<file path="config.mk">
export PLATFORM = sky130hd
export DESIGN_NAME = pipe_stall_ctrl
export DESIGN_NICKNAME = d
export VERILOG_FILES = /design/src/rtl/pipe_ctrl_pkg.sv /design/src/rtl/pipe_stall_ctrl_lu_cmp.sv /design/src/rtl/pipe_stall_ctrl.sv
export SDC_FILE = /design/constraint.sdc
export NUM_CORES = 1
export LEC_CHECK = 0
export BUFFER_PORTS_ARGS = -buffer_cell sky130_fd_sc_hd__buf_2
export CAP_MARGIN = 20
export CELL_PAD_IN_SITES_DETAIL_PLACEMENT = 1
export CELL_PAD_IN_SITES_GLOBAL_PLACEMENT = 2
export CORE_MARGIN = 2
export CORE_UTILIZATION = 33
export DETAILED_ROUTE_END_ITERATION = 10
export GPL_ROUTABILITY_DRIVEN = 0
export PLACE_DENSITY = 0.84
export SLEW_MARGIN = 20
export SYNTH_ARGS = -nofsm -noshare
export SYNTH_HDL_FRONTEND = slang
export SYNTH_SLANG_ARGS = --single-unit
</file>
<file path="constraint.sdc">
create_clock -name clk -period 2.1 [get_ports clk]
set_input_delay 0.42 -clock clk [delete_from_list [all_inputs] [get_ports clk]]
set_output_delay 0.42 -clock clk [all_outputs]
set_load 0.005 [all_outputs]
</file>
<file path="src/rtl/pipe_ctrl_pkg.sv">
// pipe_ctrl_pkg
// Shared types and helpers for the pipeline stall/flush sequencer.
//   state_t  : sequencer states (RUN, LU_HOLD, MEM_WAIT)
//   REG_ZERO : index of the hard-wired zero register, never a real hazard
//   sat_inc  : increment that sticks at the all-ones value of a given width
package pipe_ctrl_pkg;

    typedef enum logic [1:0] {
        RUN      = 2'd0,
        LU_HOLD  = 2'd1,
        MEM_WAIT = 2'd2
    } state_t;

    localparam int REG_ZERO = 0;

    // Counters of any width up to 32 bits are passed in zero-extended, so
    // the ceiling is computed from the width rather than from the operand.
    function automatic logic [31:0] sat_inc(input logic [31:0] value,
                                            input int unsigned cnt_width);
        logic [31:0] max_val;
        max_val = (cnt_width >= 32) ? 32'hFFFF_FFFF
                                    : ((32'd1 << cnt_width) - 32'd1);
        return (value >= max_val) ? value : value + 32'd1;
    endfunction

endpackage

</file>
<file path="src/rtl/pipe_stall_ctrl_lu_cmp.sv">
// lu_cmp
// Load-use hazard detector between the load sitting in EX and the
// instruction being decoded in ID.
//   idex_memread : EX instruction is a load
//   idex_rt      : load destination register
//   ifid_rs      : ID source register rs
//   ifid_rt      : ID source register rt
//   ifid_uses_rt : ID instruction actually reads rt
//   lu           : stall is required this cycle
module lu_cmp
    import pipe_ctrl_pkg::*;
#(
    parameter int REG_W = 5
) (
    input  logic             idex_memread,
    input  logic [REG_W-1:0] idex_rt,
    input  logic [REG_W-1:0] ifid_rs,
    input  logic [REG_W-1:0] ifid_rt,
    input  logic             ifid_uses_rt,
    output logic             lu
);

    // A load into the zero register writes nothing, so it can never feed a
    // stale value forward; rt only counts when the decoded op reads it.
    assign lu = idex_memread
             && (idex_rt != REG_W'(REG_ZERO))
             && ((idex_rt == ifid_rs) || (ifid_uses_rt && (idex_rt == ifid_rt)));

endmodule

</file>
<file path="src/rtl/pipe_stall_ctrl.sv">
// pipe_stall_ctrl
// Stall/flush sequencer for the 5-stage core.
//   inputs : hazard sources (idex_*, ifid_*), branch_taken, dmem_req/ready
//   outputs: per-stage write enables (pc_we, ifid_we, idex_we, exmem_we),
//            ifid_flush / idex_bubble squash controls,
//            saturating perf counters (stall_cnt, flush_cnt, memwait_cnt),
//            sticky mem_err when a memory freeze lasts MEM_TIMEOUT cycles.
// Controls are combinational from state and inputs; state and counters are
// registered. Priority each cycle: memory freeze > branch > load-use.
module pipe_stall_ctrl
    import pipe_ctrl_pkg::*;
#(
    parameter int REG_W           = 5,
    parameter int LU_STALL_CYCLES = 1,
    parameter int CNT_W           = 16,
    parameter int MEM_TIMEOUT     = 255
) (
    input  logic             clk,
    input  logic             rst_n,
    input  logic             idex_memread,
    input  logic [REG_W-1:0] idex_rt,
    input  logic [REG_W-1:0] ifid_rs,
    input  logic [REG_W-1:0] ifid_rt,
    input  logic             ifid_uses_rt,
    input  logic             branch_taken,
    input  logic             dmem_req,
    input  logic             dmem_ready,
    output logic             pc_we,
    output logic             ifid_we,
    output logic             ifid_flush,
    output logic             idex_we,
    output logic             idex_bubble,
    output logic             exmem_we,
    output logic [CNT_W-1:0] stall_cnt,
    output logic [CNT_W-1:0] flush_cnt,
    output logic [CNT_W-1:0] memwait_cnt,
    output logic             mem_err
);

    localparam int         TMO_W     = $clog2(MEM_TIMEOUT + 1);
    localparam logic [2:0] HOLD_INIT = 3'(LU_STALL_CYCLES - 1);

    state_t           state_q, state_d;
    state_t           saved_q, saved_d;
    logic [2:0]       hold_q, hold_d;
    logic [TMO_W-1:0] tmo_q, tmo_d;
    logic             mem_err_d;
    logic             inc_stall, inc_flush, inc_memwait;
    logic             lu, freeze;
    state_t           eff_state;

    lu_cmp #(
        .REG_W(REG_W)
    ) u_lu_cmp (
        .idex_memread(idex_memread),
        .idex_rt     (idex_rt),
        .ifid_rs     (ifid_rs),
        .ifid_rt     (ifid_rt),
        .ifid_uses_rt(ifid_uses_rt),
        .lu          (lu)
    );

    assign freeze    = dmem_req && !dmem_ready;
    assign eff_state = (state_q == MEM_WAIT) ? saved_q : state_q;

    // Next-state and control decode. A released MEM_WAIT behaves exactly
    // like the state it interrupted, so decoding runs on eff_state and the
    // hold count is left untouched while frozen. During a branch ifid_we
    // stays high so IF/ID takes the flush NOP along with the rest of the
    // advancing pipe. Reset gates every control low at the end.
    always_comb begin
        state_d     = state_q;
        saved_d     = saved_q;
        hold_d      = hold_q;
        tmo_d       = '0;
        mem_err_d   = mem_err;
        inc_stall   = 1'b0;
        inc_flush   = 1'b0;
        inc_memwait = 1'b0;
        pc_we       = 1'b0;
        ifid_we     = 1'b0;
        ifid_flush  = 1'b0;
        idex_we     = 1'b0;
        idex_bubble = 1'b0;
        exmem_we    = 1'b0;

        if (freeze) begin
            state_d     = MEM_WAIT;
            inc_memwait = 1'b1;
            if (state_q != MEM_WAIT) begin
                saved_d = state_q;
            end
            tmo_d = (int'(tmo_q) < MEM_TIMEOUT) ? tmo_q + TMO_W'(1) : tmo_q;
            if (int'(tmo_q) + 1 >= MEM_TIMEOUT) begin
                mem_err_d = 1'b1;
            end
        end else if (branch_taken) begin
            pc_we       = 1'b1;
            ifid_we     = 1'b1;
            ifid_flush  = 1'b1;
            idex_we     = 1'b1;
            idex_bubble = 1'b1;
            exmem_we    = 1'b1;
            inc_flush   = 1'b1;
            state_d     = RUN;
        end else if (eff_state == LU_HOLD || lu) begin
            idex_we     = 1'b1;
            idex_bubble = 1'b1;
            exmem_we    = 1'b1;
            inc_stall   = 1'b1;
            if (eff_state == LU_HOLD) begin
                hold_d  = hold_q - 3'd1;
                state_d = (hold_q <= 3'd1) ? RUN : LU_HOLD;
            end else if (LU_STALL_CYCLES > 1) begin
                hold_d  = HOLD_INIT;
                state_d = LU_HOLD;
            end else begin
                state_d = RUN;
            end
        end else begin
            pc_we    = 1'b1;
            ifid_we  = 1'b1;
            idex_we  = 1'b1;
            exmem_we = 1'b1;
            state_d  = RUN;
        end

        if (!rst_n) begin
            pc_we       = 1'b0;
            ifid_we     = 1'b0;
            ifid_flush  = 1'b0;
            idex_we     = 1'b0;
            idex_bubble = 1'b0;
            exmem_we    = 1'b0;
        end
    end

    // State, hold/timeout counters and saturating perf counters. Reset
    // drops any pending hold or freeze and returns straight to RUN.
    always_ff @(posedge clk or negedge rst_n) begin
        if (!rst_n) begin
            state_q     <= RUN;
            saved_q     <= RUN;
            hold_q      <= '0;
            tmo_q       <= '0;
            mem_err     <= 1'b0;
            stall_cnt   <= '0;
            flush_cnt   <= '0;
            memwait_cnt <= '0;
        end else begin
            state_q <= state_d;
            saved_q <= saved_d;
            hold_q  <= hold_d;
            tmo_q   <= tmo_d;
            mem_err <= mem_err_d;
            if (inc_stall) begin
                stall_cnt <= CNT_W'(sat_inc(32'(stall_cnt), CNT_W));
            end
            if (inc_flush) begin
                flush_cnt <= CNT_W'(sat_inc(32'(flush_cnt), CNT_W));
            end
            if (inc_memwait) begin
                memwait_cnt <= CNT_W'(sat_inc(32'(memwait_cnt), CNT_W));
            end
        end
    end

endmodule

</file>
* Yosys cells after proc, flatten, opt, wreduce, memory -nomap -nowiden
Cells that the tools add are included.
** Word-level totals
- Register bits after elaboration :: 64
- Bits in latches :: 0
- Bits in writable memories :: 0
- ROM bits :: 0
- Input port bits :: 22
- Output and inout bits :: 55
- Word-level logic and storage cells :: 69
- Memories :: 0
** Cells by class
- Add/subtract/negate cells :: 6
- $mul :: 0
- Div/mod/pow operators :: 0
- Magnitude comparators :: 6
- Equal/unequal tests :: 6
- Shift-type cells :: 0
- Muxes and demuxes :: 24
- Bitwise logic cells :: 5
- Reduce and logical (&&, ||, !) cells :: 14
** Operator list (count)
- 16-bit by 1-bit adder with 16-bit output (second input constant) :: 3
- 16-bit greater-or-equal comparator (second input constant) :: 3
- 1-bit two-way mux :: 18
- 8-bit two-way mux :: 2
- 5-bit == test :: 2
- 2-bit AND reduction :: 5
- 8-bit by 1-bit adder with 9-bit output (second input constant) :: 1
- 9-bit by 8-bit greater-or-equal comparator with 1-bit output (second input constant) :: 1
- 8-bit by 1-bit adder with 8-bit output (second input constant) :: 1
- 8-bit less-than comparator (second input constant) :: 1
- 2-bit two-way mux :: 4
- 1-bit inverter :: 5
- 5-bit nonzero test :: 1
- 1-bit logical AND :: 4
- 4-bit AND reduction :: 1
- 3-bit by 1-bit less-or-equal comparator with 1-bit output (second input constant) :: 1
- 3-bit by 1-bit subtractor with 3-bit output (second input constant) :: 1
- 2-bit by 1-bit == test with 1-bit output (second input constant) :: 1
- 2-bit == test (second input constant) :: 1
- 1-bit logical OR :: 2
- 2-bit by 1-bit != test with 1-bit output (second input constant) :: 1
- 2-bit != test (second input constant) :: 1
- 1-bit logical NOT :: 1

* Logic depth before layout (Yosys ltp)
- Depth in word-level cells :: 9
- Gate-level depth with buffers :: 8

* Modules after synthesis
Synthesis repeated with hierarchy kept, for this count alone.
** Unflattened totals
- Cell total of the unflattened synthesis :: 322
- Area, all modules :: 3395.8 µm²
** By module, submodules not included
- pipe_stall_ctrl :: times used 1, cells an instance 305, area an instance 3263.1 µm², seq. area each 1601.5 µm²
- lu_cmp :: times used 1, cells an instance 17, area an instance 132.6 µm², seq. area each 0.0 µm²

* Worst setup path after synthesis
Ideal clock, no wire load.
- Path kind :: input port to output port
- Start point :: input idex_rt[0]
- End point :: output pc_we
- Data arrival time :: 1645 ps
- Slack :: 35 ps
- Stages :: 6
- Path buffers :: 1
- Path through :: or4_1 > o221ai_2 > and2_2 > nor2_1 > nor2_1 > buf_4
** Between the ends
- Word-level cells in the longest chain between the ends :: 9
- Elaborated cells between the ends (all ways) :: 12
** RTL lines
- from (decl) :: line pipe_stall_ctrl.sv:21 : input logic [REG_W-1:0] idex_rt,
- 5-bit == test :: line pipe_stall_ctrl_lu_cmp.sv:27 : && ((idex_rt == ifid_rs) || (ifid_uses_rt && (idex_rt == ifid_rt)));
- 1-bit logical AND :: line pipe_stall_ctrl_lu_cmp.sv:27
- 1-bit logical OR :: line pipe_stall_ctrl_lu_cmp.sv:27
- 1-bit logical AND * :: line pipe_stall_ctrl_lu_cmp.sv:27
- 1-bit logical OR * :: line pipe_stall_ctrl.sv:106 : end else if (eff_state == LU_HOLD || lu) begin
- 1-bit two-way mux * (4 in series)
- to (decl) :: line pipe_stall_ctrl.sv:28 : output logic pc_we,
Every way passes the cells marked *; elsewhere a longest branch is shown, timed or not.

* Final worst setup path
- Start point :: input ifid_rt[0]
- End point :: output ifid_we
** Between the ends
- Word-level cells in the longest chain between the ends :: 9
** RTL lines
- from (decl) :: line pipe_stall_ctrl.sv:23 : input logic [REG_W-1:0] ifid_rt,
- 5-bit == test :: line pipe_stall_ctrl_lu_cmp.sv:27
- 1-bit logical AND :: line pipe_stall_ctrl_lu_cmp.sv:27
- 1-bit logical OR :: line pipe_stall_ctrl_lu_cmp.sv:27
- 1-bit logical AND :: line pipe_stall_ctrl_lu_cmp.sv:27
- 1-bit logical OR :: line pipe_stall_ctrl.sv:106
- 1-bit two-way mux :: line pipe_stall_ctrl.sv:106
- 1-bit two-way mux :: line pipe_stall_ctrl.sv:97 : end else if (branch_taken) begin
- 1-bit two-way mux :: line pipe_stall_ctrl.sv:87 : if (freeze) begin
- 1-bit two-way mux :: line pipe_stall_ctrl.sv:128 : if (!rst_n) begin
- to (decl) :: line pipe_stall_ctrl.sv:29 : output logic ifid_we,
Every way passes these cells.

==> results.md <==
* Status: finished, violations left
* Failing checks: setup timing
* Clock transition at path regs at 0.08 ns
* Port Buffer Count at 76
* Final Instance Area at 0.00414 mm²
* Cell with the most instances after synthesis: dfrtp_1
* Synth Area in Compound Gates at 5.67%
* Diode count at 0
* Post-synthesis adder-cell area fraction at 2.76%
* Initial antenna violation count at 0
* Area contributors post-synth: dfrtp_1 50%, xnor2_1 11%, xor2_1 5.8%, nand2_1 3.5%, nor2_1 2.8%
* Largest family of logic cells by synthesized area: simple AND/OR/NAND/NOR gates
* Post-DP HPWL at 5.56 mm
* Die height at 102 µm
* Final Cycle Share at 109%
* Tightest Pin Transition at 0.833 ns
* Clk buf depth at 2
* Synth warn at 0
* # IOs at 77
* Critical Path Fanout Max at 4
* Layout Nets at 432
* Vias in the first global route at 2753
* Fin crit period at 2.28 ns
* Multiplexer share of the synthesized area at 1.69%
* Routed vias at 2588
* Site row count at 35
* Fmax at 439 MHz
* Crit path launch type: input pin
* Final Worst Setup Slack at -0.179 ns
* Mapped Cells at 305
* Top cells by count, synth: 64 x dfrtp_1, 39 x xnor2_1, 30 x nand2_1
* Grt ovf at 0
* EDFF count, synth at 0
* Pre-antenna DRT Iters at 4
* Antenna Nets Post-Route at 0
* Data required, critical path at 1.68 ns
* Mapped Avg Cell Area at 10.4 µm²
* CP Cell Sequence: buf_6, xor2_1, nor4_1, and3_1, o221ai_4, and2_4, nor2_4, nor2_2, buf_2
* Core box area at 0.00928 mm²
* DRT iter0 DRCs at 65
* Max stage delay on crit path at 0.32 ns
* Layout fillers at 1096
* Wire length per cell at 14.6 µm
* Dpl ws at -0.201 ns
* Leak Pwr at 2.00 nW
* Synth top area share at 50.4%
* Slew margin rel. at 44.5%
* Starting Density at 34.2%
* Peak supply drop at 0.428 mV
* CTS Hold Bufs at 0
* Clk Latency, worst-skew pair at 0.34 ns
* PwrDens at 792 mW/mm²
* Number of setup violations in the final report at 13
* Worst Path Class, Setup: in2out
* Drc violations at 0
* Post-Synth Simple-Gate Area at 20.4%
* RSZ-0062 raised after global routing: true
* Mapped Area at 0.00318 mm²
* Routed WL at 7.85 mm
* Largest net degree at the start of global routing at 65
* Unique masters post-synth at 44
* Yosys reg bits at 64
* TritonCTS clock tree: done
* Post-DR vias/cell at 4.82
* Die Wd at 102 µm
* Gr usage total at 15.5%
* Dpl cells at 516
* H-tree lvl count at 3
* Clk_skew at 0.0164 ns
* Leading area contributor after synthesis: dfrtp_1
* Sink Count at 64
* Clock root buffer: clkbuf_8
* Slew Viols, Final at 0
* CP Data Arrival Time at 1.86 ns
* Hold slack final at 0.283 ns
* Maxcap violations at 0
* Area after DPL at 0.00378 mm²
* Post-Layout Cell Count at 537
* Synth Area in XOR/XNOR at 16.5%
* First-pass GRT wire length at 12.8 mm
* Slowest cell on crit path: nor4_1
* Most used DFF post-synth: dfrtp_1
* Hold Violations, Final at 0
* Class of the worst hold path: in2async
* Area delta synth->final at 30.1%
* Util after Layout at 44.5%
* Asr flop ratio synth at 100%
* Syn_nets at 334
* Setup crit end kind: primary output
* CTS Buf Count at 9
* Seq/Total Area, Yosys at 50.4%
* Die Area at 0.0104 mm²
* Share of post-route cells with drive strength above 1 at 31.9%
-- report_power, final --
part,switching (mW),internal (mW),leakage [nW]
registers,0.197,1.38,0.846
logic,0.253,0.288,1.05
clock network,0.483,0.669,0.104
-- per-stage QoR --
step,setup TNS (ns),power [mW]
final,-0.987,3.27
after global routing,-1.66,3.46
after detailed placement,-1.64,2.14
after floorplan,0,1.83
after global placement,-0.815,2.10
after CTS,-0.227,3.32
-- worst max-delay path, delay by kind of cell --
kind / cells / cell delay (ns)
buffers and inverters: 2 / 0.22
and+or+nand+nor: 5 / 0.93
AOI/OAI and AO/OA: 1 / 0.14
xor gates and xnor gates: 1 / 0.14
-- cell families after synthesis --
logic type,after synthesis
AO/OA/AOI/OAI,27
XOR/XNOR,60
adder cells (fa/ha/maj),7
buffers and inverters,18
flip-flops,64
multiplexers,5
AND/OR/NAND/NOR,124
-- cell type report --
cell class	instances	area (µm²)	area share (%)
multi-input cells	223	1560	37.8
inverters	10	37.5	0.908
repair buffers	95	558	13.5
flip-flops and latches	64	1600	38.7
clock inverters	5	81.3	1.97
well taps	129	161	3.90
clock buffers	11	131	3.18
-- what timing repair did --
item,in CTS,in global routing
buffers inserted,1,3
gates cloned,0,1
pin swaps,5,8
gates resized for setup,8,18
endpoints found under the setup margin,3,21
endpoints found under the hold margin,0,0
-- per-layer routing --
layer | global-route usage [%] | share of wire, % | vias to the layer above
li1 | - | - | 1238
met5 | 0 | 0 | -
met1 | 19.4 | 44 | 1289
met3 | 3.28 | 4.2 | 10
met4 | 6.46 | 1.6 | 0
met2 | 26.0 | 50 | 51
-- sequential cells by signal, summed over array words and instances, names as in the netlist --
name         flops
state_q          2
memwait_cnt     16
flush_cnt       16
hold_q           3
tmo_q            8
saved_q          2
stall_cnt       16
mem_err          1
-- cell usage in the layout (no fill, tap or decap), types with 3 or more instances in the layout --
cell type  instances
and3_1             8
a21oi_1           10
nor3_1             7
xor2_1            21
nor3_2             3
ha_1               7
buf_4             18
nor2_1            22
o21ai_0            3
nand4_1           12
buf_6              6
nand3_1           16
inv_1             10
nand2_1           30
clkbuf_8           9
dfrtp_1           64
mux2_2             3
buf_2             71
nand2b_1           4
xnor2_1           39
-- worst paths after layout --
check                                  start           end  slack (ns)  cells after the start
worst max-delay path              ifid_rt[0]       ifid_we       -0.18                      9
worst min register to register     hold_q[2]     hold_q[2]        0.48                      1
worst min-delay path                   rst_n  flush_cnt[0]        0.28                      2
max in group asynchronous              rst_n      tmo_q[4]        1.26                      2
worst max register to register  stall_cnt[0]  stall_cnt[1]        0.12                      7
min in group clk                   hold_q[2]     hold_q[2]        0.48                      1
Power figures use the tool's default switching activity.
